### src/rtl/regwr_arbiter_if.sv
// Request/ready bundle for the two register-file writers: A (ALU writeback)
// and B (input loader).
interface regwr_arbiter_if #(
  parameter int N = 8
);
  logic         a_valid;
  logic [2:0]   a_addr;
  logic [N-1:0] a_data;
  logic         a_ready;
  logic         b_valid;
  logic [2:0]   b_addr;
  logic [N-1:0] b_data;
  logic         b_ready;

  modport master (
    output a_valid, a_addr, a_data, b_valid, b_addr, b_data,
    input  a_ready, b_ready
  );

  modport slave (
    input  a_valid, a_addr, a_data, b_valid, b_addr, b_data,
    output a_ready, b_ready
  );
endinterface

### src/rtl/regwr_arbiter.sv
// Two-requester register-file write arbiter: A has default priority, B gets
// forced priority after MAXWAIT blocked cycles. Illegal addresses are dropped.
module regwr_arbiter #(
  parameter int N       = 8,
  parameter int MAXWAIT = 3
) (
  input  logic             clk,
  input  logic             reset,
  input  logic             en,
  regwr_arbiter_if.slave   bus,
  output logic             write,
  output logic [2:0]       Waddr,
  output logic [N-1:0]     Wdata,
  output logic             err
);

  localparam logic [3:0] MAXW = 4'(MAXWAIT);

  logic [3:0]   wait_q, wait_d;
  logic         write_q, write_d;
  logic [2:0]   waddr_q, waddr_d;
  logic [N-1:0] wdata_q, wdata_d;
  logic         err_q, err_d;

  logic         forced;
  logic         a_go, b_go;
  logic         xfer, legal;
  logic [2:0]   sel_addr;
  logic [N-1:0] sel_data;

  // Grant decision is combinational so a request can complete in the cycle it is raised.
  always_comb begin
    forced   = bus.b_valid && (wait_q == MAXW);
    a_go     = !reset && en && bus.a_valid && !forced;
    b_go     = !reset && en && bus.b_valid && (!bus.a_valid || forced);
    xfer     = a_go || b_go;
    sel_addr = b_go ? bus.b_addr : bus.a_addr;
    sel_data = b_go ? bus.b_data : bus.a_data;
    legal    = (sel_addr != 3'd0) && (sel_addr <= 3'd3);
  end

  assign bus.a_ready = a_go;
  assign bus.b_ready = b_go;

  always_comb begin
    write_d = xfer && legal;
    waddr_d = (xfer && legal) ? sel_addr : waddr_q;
    wdata_d = (xfer && legal) ? sel_data : wdata_q;
    err_d   = err_q || (xfer && !legal);
    // en=0 freezes the count, but a dropped B request always clears it.
    if (!bus.b_valid || b_go) begin
      wait_d = 4'd0;
    end else if (en && (wait_q != MAXW)) begin
      wait_d = wait_q + 4'd1;
    end else begin
      wait_d = wait_q;
    end
  end

  always_ff @(posedge clk) begin
    if (reset) begin
      wait_q  <= 4'd0;
      write_q <= 1'b0;
      waddr_q <= 3'd0;
      wdata_q <= '0;
      err_q   <= 1'b0;
    end else begin
      wait_q  <= wait_d;
      write_q <= write_d;
      waddr_q <= waddr_d;
      wdata_q <= wdata_d;
      err_q   <= err_d;
    end
  end

  assign write = write_q;
  assign Waddr = waddr_q;
  assign Wdata = wdata_q;
  assign err   = err_q;

endmodule

### src/flat_wrapper.sv
// flat-port wrapper written by rule: the top's interface ports become plain ports
module regwr_arbiter_flat 
#(
  parameter int N       = 8,
  parameter int MAXWAIT = 3
)
  (clk, reset, en, write, Waddr, Wdata, err, bus_a_valid, bus_a_addr, bus_a_data, bus_b_valid, bus_b_addr, bus_b_data, bus_a_ready, bus_b_ready);
  regwr_arbiter_if #(.N(N)) bus_i ();
  input  logic clk;
  input  logic reset;
  input  logic en;
  output logic write;
  output logic [2:0] Waddr;
  output logic [N-1:0] Wdata;
  output logic err;
  input wire logic [$bits(bus_i.a_valid)-1:0] bus_a_valid;
  input wire logic [$bits(bus_i.a_addr)-1:0] bus_a_addr;
  input wire logic [$bits(bus_i.a_data)-1:0] bus_a_data;
  input wire logic [$bits(bus_i.b_valid)-1:0] bus_b_valid;
  input wire logic [$bits(bus_i.b_addr)-1:0] bus_b_addr;
  input wire logic [$bits(bus_i.b_data)-1:0] bus_b_data;
  output wire logic [$bits(bus_i.a_ready)-1:0] bus_a_ready;
  output wire logic [$bits(bus_i.b_ready)-1:0] bus_b_ready;
  assign bus_i.a_valid = bus_a_valid;
  assign bus_i.a_addr = bus_a_addr;
  assign bus_i.a_data = bus_a_data;
  assign bus_i.b_valid = bus_b_valid;
  assign bus_i.b_addr = bus_b_addr;
  assign bus_i.b_data = bus_b_data;
  assign bus_a_ready = bus_i.a_ready;
  assign bus_b_ready = bus_i.b_ready;
  regwr_arbiter #(.N(N), .MAXWAIT(MAXWAIT)) u_core (.clk(clk), .reset(reset), .en(en), .bus(bus_i), .write(write), .Waddr(Waddr), .Wdata(Wdata), .err(err));
endmodule
### config.mk
export PLATFORM = sky130hd
export DESIGN_NAME = regwr_arbiter_flat
export DESIGN_NICKNAME = d
export VERILOG_FILES = /design/src/rtl/regwr_arbiter_if.sv /design/src/rtl/regwr_arbiter.sv /design/src/flat_wrapper.sv
export SDC_FILE = /design/constraint.sdc
export NUM_CORES = 1
export LEC_CHECK = 0
export ABC_AREA = 0
export CELL_PAD_IN_SITES_DETAIL_PLACEMENT = 1
export CELL_PAD_IN_SITES_GLOBAL_PLACEMENT = 2
export CORE_ASPECT_RATIO = 1.25
export CORE_MARGIN = 4
export CORE_UTILIZATION = 30
export CTS_CLUSTER_DIAMETER = 100
export CTS_CLUSTER_SIZE = 20
export DETAILED_ROUTE_END_ITERATION = 8
export DONT_BUFFER_PORTS = 1
export GPL_TIMING_DRIVEN = 1
export PLACE_DENSITY_LB_ADDON = 0.1
export SLEW_MARGIN = 20
export SYNTH_ARGS = -nofsm -noshare
export SYNTH_HDL_FRONTEND = slang
export SYNTH_SLANG_ARGS = --single-unit
### constraint.sdc
create_clock -name clk -period 1.9 [get_ports clk]
set_input_delay 0.475 -clock clk [delete_from_list [all_inputs] [get_ports clk]]
set_output_delay 0.475 -clock clk [all_outputs]
set_load 0.05 [all_outputs]
After elaboration in Yosys (flattened, before gate mapping)
Cells that the tools add are included.
W data, S select, Z words.
{ "totals": {"register_bits": 17, "latchBits": 0, "ram_bits": 0, "rom_bits": 0, "memories": 0} }
{ "op_classes": {"n_addsub": 1, "n_mul": 0, "div": 0, "n_lt_le_gt_ge": 1, "n_eq_ne": 2, "shifts": 0, "mux": 2, "n_bitwise": 0, "n_reduce_logical": 21} }
{ "op_table": {"columns": ["op", "n"], "rows": [
  ["$logic_and A1 B1 Y1", 10],
  ["$mux W8", 1],
  ["$logic_not A1 Y1", 5],
  ["$add A4 B1 Y4 const B", 1],
  ["$eq A4 B2 Y1 const B", 1],
  ["$logic_or A1 B1 Y1", 4],
  ["$ne A4 B2 Y1 const B", 1],
  ["$le A3 B2 Y1 const B", 1],
  ["$mux W3", 1],
  ["$reduce_bool A3 Y1", 1],
  ["$reduce_or A2 Y1", 1]
]} }

Longest topological paths before layout
Gate-level depths: netlist of the first run.
{ "depth": {"word_depth": 10, "mapped_depth": 7, "mapped_depth_nobuf": 5} }

Worst setup path after synthesis of the first run
Ideal clock, no wire load.
{ "synth_timing": {"path_kind": "reg-to-output", "startpoint": "reg u_core.wait_q[0]", "endpoint": "out bus_b_ready", "t_arrival_ns": 1.790, "t_required_ns": 1.425, "slack_ns": -0.365, "stages_incl_launch_ff": 7, "path_buffers": 2, "cell_sequence": "dfxtp_1 > ha_1 > or3b_1 > buf_6 > a211o_1 > buf_6 > inv_1"} }
{ "synth_via": {"elab_chain_cells": 4} }
{ "synth_rtl": {"columns": ["item", "line", "rtl"], "rows": [
  ["from (decl)", "regwr_arbiter.sv:19", "logic [3:0] wait_q, wait_d;"],
  ["from (signal assigned)", "regwr_arbiter.sv:68", "wait_q <= wait_d;"],
  ["$eq A4 B2 Y1", "regwr_arbiter.sv:33", "forced = bus.b_valid && (wait_q == MAXW);"],
  ["$logic_and A1 B1 Y1", "regwr_arbiter.sv:33", null],
  ["$logic_or A1 B1 Y1", "regwr_arbiter.sv:35", "b_go = !reset && en && bus.b_valid && (!bus.a_valid || forced);"],
  ["$logic_and A1 B1 Y1", "regwr_arbiter.sv:35", null],
  ["to (decl)", "flat_wrapper.sv:23", "output wire logic [$bits(bus_i.b_ready)-1:0] bus_b_ready;"]
]} }
No other way between the ends.

Worst setup path after layout of the first run
{ "layout_timing": {"startpoint": "reg u_core.wait_q[1]", "endpoint": "out bus_b_ready"} }
The elaborated chain is that of the path after synthesis.

==> results of run 1 <==
[where the power goes]
group | internal (uW) | leakage [uW] | switching (uW)
clock | 78.2 | 0.0000177 | 117
combinational | 37.7 | 0.000317 | 45.4
sequential | 369 | 0.000139 | 50.6
total | 485 | 0.000474 | 213
[flip-flops by register name, summed over array words and instances (netlist names)]
name,flops
u_core.err,1
u_core.write,1
u_core.wait_q,4
u_core.Waddr,3
u_core.Wdata,8
[worst max-delay path, cell delays in order, from the launching register on]
cell and delay [ns]:
dfxtp_2 0.37, ha_4 0.13, or3b_4 0.37, a211o_1 0.31
clkinvlp_4 0.09, buf_8 0.14
[metrics by stage]
stage | hold slack (ns) | cells
after detailed placement | 0.555 | 126
after global routing | 0.219 | 134
after floorplan | 0.466 | 87
final | 0.239 | 134
after global placement | 0.530 | 126
after CTS | 0.233 | 130
[worst paths after layout]
kind                          from                to  slack, ns  cells past startpoint
setup reg to reg  u_core.wait_q[1]   u_core.Waddr[1]      -0.10                      9
setup / recovery  u_core.wait_q[1]       bus_b_ready      -0.27                      5
hold / removal               reset   u_core.Waddr[2]       0.24                      1
hold reg to reg   u_core.wait_q[3]  u_core.wait_q[3]       0.60                      2
[cell families after synthesis]
family,Yosys count,share of synthesized area
buffers and inverters,10,0.0803
XOR/XNOR,3,0.0307
AND/OR/NAND/NOR,16,0.110
AO/OA/AOI/OAI,30,0.251
multiplexers,10,0.117
adder cells (fa/ha/maj),1,0.0146
flip-flops,17,0.397
[area by class of cell]
class | instances | area, um2
fill | 316 | 1620
multi-input combinational | 61 | 539
sequential | 17 | 343
timing repair buffer | 13 | 116
tap | 34 | 42.5
clock buffer | 3 | 22.5
inverter | 5 | 22.5
clock inverter | 1 | 5.00
[cells in the final DEF, fill, tap and decap left out, types with 2 or more instances in the layout]
master,synthesis,routed
a211o_1,2,2
a21oi_1,12,12
buf_4,0,9
buf_6,4,3
clkbuf_4,0,3
dfxtp_1,17,15
dfxtp_2,0,2
inv_1,4,3
mux2i_1,10,10
nand2_1,2,2
nand3_1,2,2
nor2_1,4,3
o21bai_1,2,2
o31ai_1,10,3
o31ai_2,0,7
or2_4,0,2
xor2_1,3,3
[layer usage]
metal,share of wire,wire [um],global-route usage,vias to the layer above
met5,0,0,0,-
met4,0.0066,16,0.0547,0
met3,0.069,167,0.0306,2
met2,0.52,1250,0.201,23
met1,0.41,977,0.150,330
li1,-,-,-,348
[what timing repair did]
item | 4_1_cts | 5_1_grt
buffers inserted | 0 | 2
cloned | 0 | 2
gates resized for setup | 8 | 13
pin swaps | 0 | 2
setup endpoints to repair | 13 | 13
==> impl_metrics.ini, run 1 <==
[global_routing]
grt_max_degree = 13
grt_usage = 0.122
antenna_found_initial = 0
grt.overflow.total = 0
grt_pass1_vias = 715
grt_pass1_wl_um = 3570

[synthesis]
synth_seq_area_share = 0.397
synth-seq-cells = 17
synth_top_flop_cell = dfxtp_1
synth_cell_types = 25
synth.avg_cell_area_um2 = 9.85
synth_top_area_cell = dfxtp_1
ys_top_cells_by_count = 17 x dfxtp_1, 12 x a21oi_1, 10 x mux2i_1, 10 x o31ai_1
synthTopCellsByArea = dfxtp_1 40%, mux2i_1 12%, o31ai_1 8.8%, a21oi_1 7.0%, buf_6 5.3%
synth_enable_flop_cells = 0
async_flop_share = 0
syn_nets = 115
syn-cell-area_um2 = 857
synth_top_area_frac = 0.397
syn_inst = 87
synth_most_common_cell = dfxtp_1
yosysWarnings = 0

[die]
die_w_um = 55.8
die_h_um = 67.8
start_util = 0.317
core_um2 = 2710
num_rows = 21
dieArea_um2 = 3780
pin_count = 42

[timing]
maxSlewViolCount = 0
fmax_mhz = 460
setup_viol = 13
fin_tns_setup_ns = -1.43
worst_slew_pin_slew_ns = 0.547
final_hold_viol_count = 0
fin_crit_sh = 1.14
slew_headroom = 0.635
final.setup.worst_slack_ns = -0.274
finalClockSkew_ns = 0.00160
fin_crit_ns = 2.17
rsz0062_at_grt = true

[layout]
layout-drive-gt1-share = 0.370
post-route-util = 0.403
diodes = 0
area_growth_pct = 27.3
final_nets = 129
final_area_um2 = 1090

[critical_path]
start_kind = register
crit_required_ns = 1.42
critical_path_class = register to output pin
crit_fanout = 3
end_kind = output pin
arrival_ns = 1.70

[clock_network]
cts_hold_buf = 0
cts-root-buf = clkbuf_4
numCtsBuffers = 3
insertion_delay_ns = 0.29
clkTransAtPathRegs_ns = 0.10
cts_max_level = 1
clockBufferDepth = 2
cts_tree = built
clock_sinks = 17

[power]
fin_total_pwr_uw = 698
p_leak_uw = 0.000474
vdd_drop_max_uv = 335
powerDensity_nw_per_um2 = 640

[route]
num_vias = 703
wl_per_cell_um = 18.0
avgViaCountPerCell = 5.25
ant_nets = 0
wl_um = 2410
drc = 0
drt_pass1_iterations = 4
initialDrtViolationCount = 26

[place]
placed_cell_area_um2 = 952
numPortBuffers = 0
gp_congestion = 0.651
place_ws_ns = -0.0341
place_hpwl_um = 1700

[outcome]
status = finished, violations left
violations = setup timing

[run]
max-cap-violations = 0

[worst_hold_path]
min-delay-path-class = input pin to register
Power figures use the tool's default switching activity.
==> run 2, diff against run 1 <==
--- a/config.mk
+++ b/config.mk
@@ -6,6 +6,7 @@
 export NUM_CORES = 1
 export LEC_CHECK = 0
 export ABC_AREA = 0
+export CAP_MARGIN = 20
 export CELL_PAD_IN_SITES_DETAIL_PLACEMENT = 1
 export CELL_PAD_IN_SITES_GLOBAL_PLACEMENT = 2
 export CORE_ASPECT_RATIO = 1.25
==> results of run 2 <==
Final layout, timing and power as in run 1 (identical DEF).
==> run 3, diff against run 2 <==
--- a/config.mk
+++ b/config.mk
@@ -16,8 +16,9 @@
 export CTS_CLUSTER_SIZE = 20
 export DETAILED_ROUTE_END_ITERATION = 8
 export DONT_BUFFER_PORTS = 1
-export GPL_TIMING_DRIVEN = 1
+export GPL_TIMING_DRIVEN = 0
 export PLACE_DENSITY_LB_ADDON = 0.1
+export REMOVE_ABC_BUFFERS = 1
 export SLEW_MARGIN = 20
 export SYNTH_ARGS = -nofsm -noshare
 export SYNTH_HDL_FRONTEND = slang
==> run 3 against run 2 <==
  * Count of clock-buffer cells in the layout unchanged
  * Sequential power about the same
  * Total power down 0.10%
  * Cell area down 3.8%
  * Highest routed layer unchanged
  * First-iteration DRC count down 88%
  * Sequential cell count unchanged
  * Critical path type unchanged
  * Utilization down 1.5 points
  * The run still ends with setup timing left
  * Register-to-register slack better by 0.03 ns
  * Die area unchanged
  * Clock power about the same
  * Routed wire length down 2.4%
==> impl_metrics.ini, run 3 (same netlist as run 1, synthesis figures left out) <==
[die]
start_util = 0.317
die_w_um = 55.8
num_rows = 21
pin_count = 42
core_um2 = 2710
die_h_um = 67.8
dieArea_um2 = 3780

[layout]
layout-drive-gt1-share = 0.293
layout_commonest_cell = dfxtp_1
final_cells = 133
area_growth_pct = 22.5
diodes = 0
mostFrequentLayoutCells = 15 x dfxtp_1, 12 x a21oi_1, 10 x mux2i_1, 10 x o31ai_1, 10 x buf_4
final_area_um2 = 1050
final_nets = 128
fill_cells = 309
largest_reg_flops = 8

[timing]
fin_crit_ns = 2.23
slew_headroom = 0.647
worst_slew_pin_slew_ns = 0.530
maxSlewViolCount = 0
final.setup.worst_slack_ns = -0.328
rsz0062_at_grt = true
finalClockSkew_ns = 0.00541
fmax_mhz = 449
final_hold_viol_count = 0
setup_viol = 9
fin_crit_sh = 1.17
fin_tns_setup_ns = -0.881

[worst_hold_path]
worst_hold_path.num_cells = 1
min-delay-path-class = input pin to register

[place]
numPortBuffers = 0
dpl.cell_count = 117
gp_congestion = 0.668
place_hpwl_um = 1590
placed_cell_area_um2 = 863

[global_routing]
grt_max_degree = 13
gr-usage-met1 = 0.138
top_usage_layer = met2
use_met3 = 0.0497
grt_pass1_wl_um = 3660
grt.overflow.total = 0
grt_pass1_vias = 755
use_met2 = 0.213
antenna_found_initial = 0
grt_usage = 0.125

[clock_network]
cts_tree = built
clock_sinks = 17
clkTransAtPathRegs_ns = 0.11
clockBufferDepth = 2
numCtsBuffers = 3
cts-root-buf = clkbuf_4
insertion_delay_ns = 0.29
cts_max_level = 1

[critical_path]
end_kind = output pin
crit_required_ns = 1.42
crit_fanout = 3
start_kind = register
arrival_ns = 1.75
critical_path_class = register to output pin
reg2regPathDepth = 7

[power]
seqPwrFrac = 0.601
fin_total_pwr_uw = 697
p_sw_frac = 0.307
vdd_drop_max_uv = 273
p_int_uw = 483
switchingPower_uw = 214
p_leak_uw = 0.000480
power_frac_comb = 0.115
powerDensity_nw_per_um2 = 664
clkPwrFrac = 0.284

[outcome]
violations = setup timing
status = finished, violations left

[route]
ant_nets = 0
avgViaCountPerCell = 5.36
drt_pass1_iterations = 4
initialDrtViolationCount = 3
wl_um = 2350
drc = 0
wl_per_cell_um = 17.7
num_vias = 713

[run]
max-cap-violations = 0
[run 3: changes by cell type in the layout (fill, tap and decap cells not counted), sizes merged]
cell and delta:
buf -1
[run 3: timing repair]
item / 4_1_cts / 5_1_grt
resized for setup: 15 / 5
pin swaps: 3 / 5
cloned: 0 / 2
buffers inserted: 8 / 3
hold buffers: 0 / 0
setup endpoints to repair: 14 / 14
endpoints found under the hold margin: 0 / 0
[run 3: path summary, 6_finish.rpt]
kind / start / endpoint / slack, ns
hold / removal: reset / u_core.err / 0.24
setup reg to reg: u_core.wait_q[0] / u_core.Waddr[1] / -0.07
hold reg to reg: u_core.wait_q[3] / u_core.wait_q[3] / 0.56
setup / recovery: u_core.wait_q[0] / bus_b_ready / -0.33
[run 3: cell type report]
class,count,area [um2],share of cell area
Clock inverter,1,5.00,0.00477
Tap cell,34,42.5,0.0405
Timing Repair Buffer,12,97.6,0.0930
Inverter,5,22.5,0.0215
Clock buffer,3,22.5,0.0215
Sequential cell,17,343,0.327
Multi-Input combinational cell,61,517,0.492
[run 3: per-layer routing]
metal | vias up | wire [um]
met4 | 0 | 21
met1 | 343 | 895
met5 | - | 0
met3 | 2 | 195
li1 | 345 | -
met2 | 23 | 1240
[run 3: power groups by stage]
stage	Sequential [uW]	Combinational [uW]	Clock [uW]
final	419	80.1	198
after global routing	421	89.3	223
after CTS	419	75.5	210
after detailed placement	427	63.3	0
after global placement	427	61.0	0
after floorplan	424	51.7	0
[run 3: through the flow]
step	utilization	setup WS (ns)	hold slack [ns]
floorplan	-	-0.422	0.454
global placement	0.314	-1.07	0.469
detailed placement	0.319	-0.617	0.480
CTS	0.374	-0.363	0.223
global route	0.388	-0.386	0.220
finish	0.388	-0.328	0.239
[run 3: critical path, cell delays in order (launching register included)]
cell and delay (ns):
dfxtp_2 0.37, ha_4 0.14, or3b_4 0.39, a211o_4 0.36, clkinvlp_4 0.20
==> RTL change 1: new RTL, flow settings as in run 1 <==
`N` is set to 8 in 3 places; all go to 4.
--- a/src/rtl/regwr_arbiter_if.sv
+++ b/src/rtl/regwr_arbiter_if.sv
@@ -1,7 +1,7 @@
 // Request/ready bundle for the two register-file writers: A (ALU writeback)
 // and B (input loader).
 interface regwr_arbiter_if #(
-  parameter int N = 8
+  parameter int N = 4
 );
   logic         a_valid;
   logic [2:0]   a_addr;
--- a/src/rtl/regwr_arbiter.sv
+++ b/src/rtl/regwr_arbiter.sv
@@ -1,7 +1,7 @@
 // Two-requester register-file write arbiter: A has default priority, B gets
 // forced priority after MAXWAIT blocked cycles. Illegal addresses are dropped.
 module regwr_arbiter #(
-  parameter int N       = 8,
+  parameter int N       = 4,
   parameter int MAXWAIT = 3
 ) (
   input  logic             clk,
--- a/src/flat_wrapper.sv
+++ b/src/flat_wrapper.sv
@@ -1,7 +1,7 @@
 // flat-port wrapper written by rule: the top's interface ports become plain ports
 module regwr_arbiter_flat 
 #(
-  parameter int N       = 8,
+  parameter int N       = 4,
   parameter int MAXWAIT = 3
 )
   (clk, reset, en, write, Waddr, Wdata, err, bus_a_valid, bus_a_addr, bus_a_data, bus_b_valid, bus_b_addr, bus_b_data, bus_a_ready, bus_b_ready);
Ports: changed (resized Wdata, bus_a_data and bus_b_data); port bits go from 42 to 30. No check against the original RTL was run, so the function may have changed too.
==> RTL change 1 against run 1 <==
  * The flow still finishes with violations (setup timing)
  * Count of clock-buffer cells in the layout did not move
  * Sequential cell count down 4
  * Worst setup slack better by 48 ps
  * Final cell count shrank 15%
  * Area after synthesis down 22%
  * Power is 20% lower
  * Cell area is 20% lower
  * Via count decreased by 17%
  * Wire length is 27% lower
  * Non-clock buffer count increased by 1
==> RTL change 1: results (changes against run 1) <==
[grt]
use_met2_pct = 26.3  ; was 20.1%
grt_use_met3_pct = 4.42  ; was 3.06%
grt_use_total_pct = 13.7  ; was 12.2%
grt_max_degree = 9  ; was 13
grt_pass1_vias = 676  ; was 715
grtUsageMet1_pct = 12.5  ; was 15.0%

[logic_synthesis]
netlist_top_cells_area = dfxtp_1, mux2i_1, o31ai_1  ; unchanged
syn-num-nets = 89  ; was 115
synth_cell_types = 24  ; was 25
synth_xor_area_share_pct = 3.93  ; was 3.07%
synth_compound_area_share_pct = 24.7  ; was 25.1%
synth_commonest_cells = dfxtp_1, a21oi_1, mux2i_1, o31ai_1, inv_1  ; was dfxtp_1, a21oi_1, mux2i_1, o31ai_1
seq_area_frac_synth_pct = 38.9  ; was 39.7%
synth_fa_ha_area_share_pct = 1.87  ; was 1.46%
synthMuxAreaShare_pct = 8.97  ; was 11.7%

[setup_path]
r2r_cells = 8  ; was 9
cp.arrival_ps = 1650  ; was 1700 ps
slowest_delay_ps = 390  ; was 370 ps
path_delay_family = simple AND/OR/NAND/NOR gates  ; was flip-flops
cp_slowest_cell = or3b_4  ; was dfxtp_2

[pwr]
p_leak_nw = 0.395  ; was 0.474 nW
ir_drop_v = 0.000420  ; was 0.000335 V
switching_power_mw = 0.173  ; was 0.213 mW

[sta]
finalSetupViolations = 8  ; was 13
setup_slack_ps = -226  ; was -274 ps
finClkSkew_ps = 2.21  ; was 1.60 ps

[drt]
wl_met2_um = 973  ; was 1250 um
wl_um = 1760  ; was 2410 um
num_vias = 580  ; was 703
dr_wl_met3_um = 127  ; was 167 um
first_pass_iters = 2  ; was 4

[run_status]
violations = setup timing  ; unchanged
status = finished with violations  ; unchanged

[placement]
place_ws_ps = -10.9  ; was -34.1 ps
dp.final_hpwl_um = 1420  ; was 1700 um
placed_cell_area_um2 = 778  ; was 952 um2
gp_congestion = 0.726  ; was 0.651

[layout]
drive_gt1_share_pct = 36.9  ; was 37.0%

RTL change 1: changes by cell type in the layout (fill, tap and decap cells not counted), sizes merged:
cell / change
a21oi: -4
dfxtp: -4
mux2i: -4
o31ai: -4
inv: +2
buf: +1
clkinv: -1
clkinvlp: -1
or2: -1
RTL change 1: what timing repair did:
action                     in CTS  in global routing
pin swaps                       2                  3
buffers inserted                2                  2
setup endpoints to repair       9                  9
resized for setup               6                  4
RTL change 1: layout make-up:
class	instances	area, um2
Clock buffer	3	22.5
Clock inverter	1	5.00
Fill cell	228	1170
Inverter	5	26.3
Multi-Input combinational cell	48	403
Sequential cell	13	263
Tap cell	30	37.5
Timing Repair Buffer	14	118
RTL change 1: stage by stage:
step                instances  TNS (ps)
finish                    114      -558
global route              114     -1170
CTS                       112      -461
detailed placement        106     -75.2
global placement          106         0
floorplan                  69      -124
RTL change 1: logic make-up (layout without fill, tap and decap cells):
family,count (synthesis),after routing
multiplexers,6,6
AO/OA/AOI/OAI,22,22
buffers and inverters,8,23
adder cells (fa/ha/maj),1,1
AND/OR/NAND/NOR,16,16
flip-flops,13,13
XOR/XNOR,3,3
RTL change 1: worst paths after layout:
check | end | slack (ps) | start
min | u_core.err$_SDFF_PP0_ | 250 | reset
max reg2reg | u_core.Waddr[1]$_SDFFE_PP0P_ | -30 | u_core.wait_q[0]$_SDFFE_PP0P_
min reg2reg | u_core.wait_q[3]$_SDFFE_PP0P_ | 580 | u_core.wait_q[3]$_SDFFE_PP0P_
max | bus_b_ready | -230 | u_core.wait_q[0]$_SDFFE_PP0P_
RTL change 1: power by group through the flow:
stage	registers, mW	clock network (mW)	logic [mW]
floorplan	0.320	0	0.0462
global placement	0.322	0	0.0580
detailed placement	0.322	0	0.0589
CTS	0.316	0.187	0.0602
global route	0.318	0.197	0.0688
finish	0.316	0.183	0.0616
==> RTL change 2: new RTL, settings of run 1 <==
Made on the original files. Register the output `err` once more, with the module's reset; this adds one clock of latency there. The other outputs are not delayed to match.
--- a/src/rtl/regwr_arbiter.sv
+++ b/src/rtl/regwr_arbiter.sv
@@ -76,7 +76,13 @@
   assign write = write_q;
   assign Waddr = waddr_q;
   assign Wdata = wdata_q;
-  assign err   = err_q;
+  always_ff @(posedge clk) begin
+    if (reset) begin
+      err <= '0;
+    end else begin
+      err <= err_q;
+    end
+  end
 
 endmodule
 
Function: changed (Yosys sat finds a counterexample within 4 cycles, from zero or initial values and one cycle with reset high).
==> RTL change 2 against run 1 <==
  * Final cell count increased by 3.7%
  * Count of clock-buffer cells in the layout unchanged
  * Maximum frequency increased by 0.32%
  * Wire length increased by 0.33%
  * Power increased by 3.6%
  * Synthesized cell count unchanged
  * Critical path depth unchanged
  * Area after synthesis increased by 7.4%
  * Register-to-register slack about the same
  * Cell area increased by 7.1%
  * Worst setup slack improved by 6.8 ps
  * Sequential share of layout area decreased by 0.37 points
  * The flow still finishes with violations (setup timing)
  * Sequential cell count increased by 1
==> RTL change 2: results (changes against run 1) <==
[logic_synthesis]
synth_commonest_cells = dfxtp_1, mux2i_1, nor3_1  ; was dfxtp_1, a21oi_1, mux2i_1, o31ai_1
synth_compound_area_share_pct = 21.6  ; was 25.1%
netlist_top_cells_area = dfxtp_1, a211oi_2, mux2i_1  ; was dfxtp_1, mux2i_1, o31ai_1
synth_xor_area_share_pct = 2.85  ; was 3.07%
synth_area_per_cell_um2 = 10.6  ; was 9.85 um2
synthMuxAreaShare_pct = 10.9  ; was 11.7%
synth_fa_ha_area_share_pct = 1.36  ; was 1.46%
synth_cell_types = 28  ; was 25
seq_area_frac_synth_pct = 39.1  ; was 39.7%

[drt]
dr_wl_met3_um = 187  ; was 167 um
num_vias = 738  ; was 703
first_pass_iters = 2  ; was 4
wl_met2_um = 1270  ; was 1250 um
routedLengthMet1_um = 945  ; was 977 um
wl_um = 2420  ; was 2410 um
drtIter0Drc = 25  ; was 26
wl_per_cell_um = 17.4  ; was 18.0 um

[placement]
dp.final_hpwl_um = 1860  ; was 1700 um
place_ws_ps = -75.3  ; was -34.1 ps
placed_cell_area_mm2 = 0.00106  ; was 952 um2
dp.cells = 130  ; was 126
gp_congestion = 0.796  ; was 0.651

[sta]
setup_slack_ps = -267  ; was -274 ps
finClkSkew_ps = 6.89  ; was 1.60 ps
finalSetupTns_ps = -1460  ; was -1430 ps
hold_slack_ps = 246  ; was 239 ps
finalSetupViolations = 14  ; was 13
relSlewSlack_pct = 64.6  ; was 63.5%

[setup_path]
cp_max_fo = 2  ; was 3
crit_end = bus_b_ready  ; unchanged
r2r_cells = 8  ; was 9

[pwr]
p_leak_nw = 0.484  ; was 0.474 nW
combPwrFrac_pct = 13.1  ; was 11.9%
p_sw_share_pct = 29.2  ; was 30.5%
ir_drop_v = 0.000268  ; was 0.000335 V
pwr-share-clk_pct = 26.0  ; was 27.9%
switching_power_mw = 0.211  ; was 0.213 mW

[grt]
grt_pass1_wl_um = 4010  ; was 3570 um
grt_pass1_vias = 865  ; was 715
grt_max_degree = 15  ; was 13
grtUsageMet1_pct = 14.2  ; was 15.0%
grt_use_total_pct = 12.8  ; was 12.2%
grt_use_met3_pct = 3.33  ; was 3.06%
antenna_found_initial = 0  ; unchanged

[clock_network]
cts_setup_buffers = 2  ; was 0

[run_status]
status = finished with violations  ; unchanged
violations = setup timing  ; unchanged

[layout]
drive_gt1_share_pct = 41.7  ; was 37.0%
fillers = 329  ; was 316

[floorplanning]
die-area_mm2 = 0.00403  ; was 0.00378 mm2

[worst_hold_path]
min_to = u_core.Wdata[1]$_SDFFE_PP0P_  ; was u_core.Waddr[2]$_SDFFE_PP0P_

[RTL change 2: cell types whose count changed after synthesis, sizes merged, moves of 2 or more]
cell,before,now
clkbuf,0,2
a21oi,12,1
o31ai,10,0
a211oi,0,10
nor3,0,10
[RTL change 2: critical path, cell delays in order, from the launching register on]
cell	delay (ps)
dfxtp_2	360
ha_4	130
or3b_4	370
a211o_1	310
clkinvlp_4	90
buf_8	140
[RTL change 2: final cells by class]
type | count | area, um2 | area share [%]
tap | 36 | 45.0 | 3.85
clock buffer | 3 | 22.5 | 1.93
multi-input combinational | 60 | 541 | 46.3
inverter | 3 | 15.0 | 1.28
timing repair buffer | 19 | 183 | 15.6
sequential | 18 | 363 | 31.0
[RTL change 2: cells by family after synthesis]
| family | after synthesis |
|---|---|
| DFF | 18 |
| buffers and inverters | 9 |
| AOI/OAI and AO/OA | 18 |
| muxes | 10 |
| and+or+nand+nor | 28 |
| xor gates and xnor gates | 3 |
| adders and majority gates | 1 |
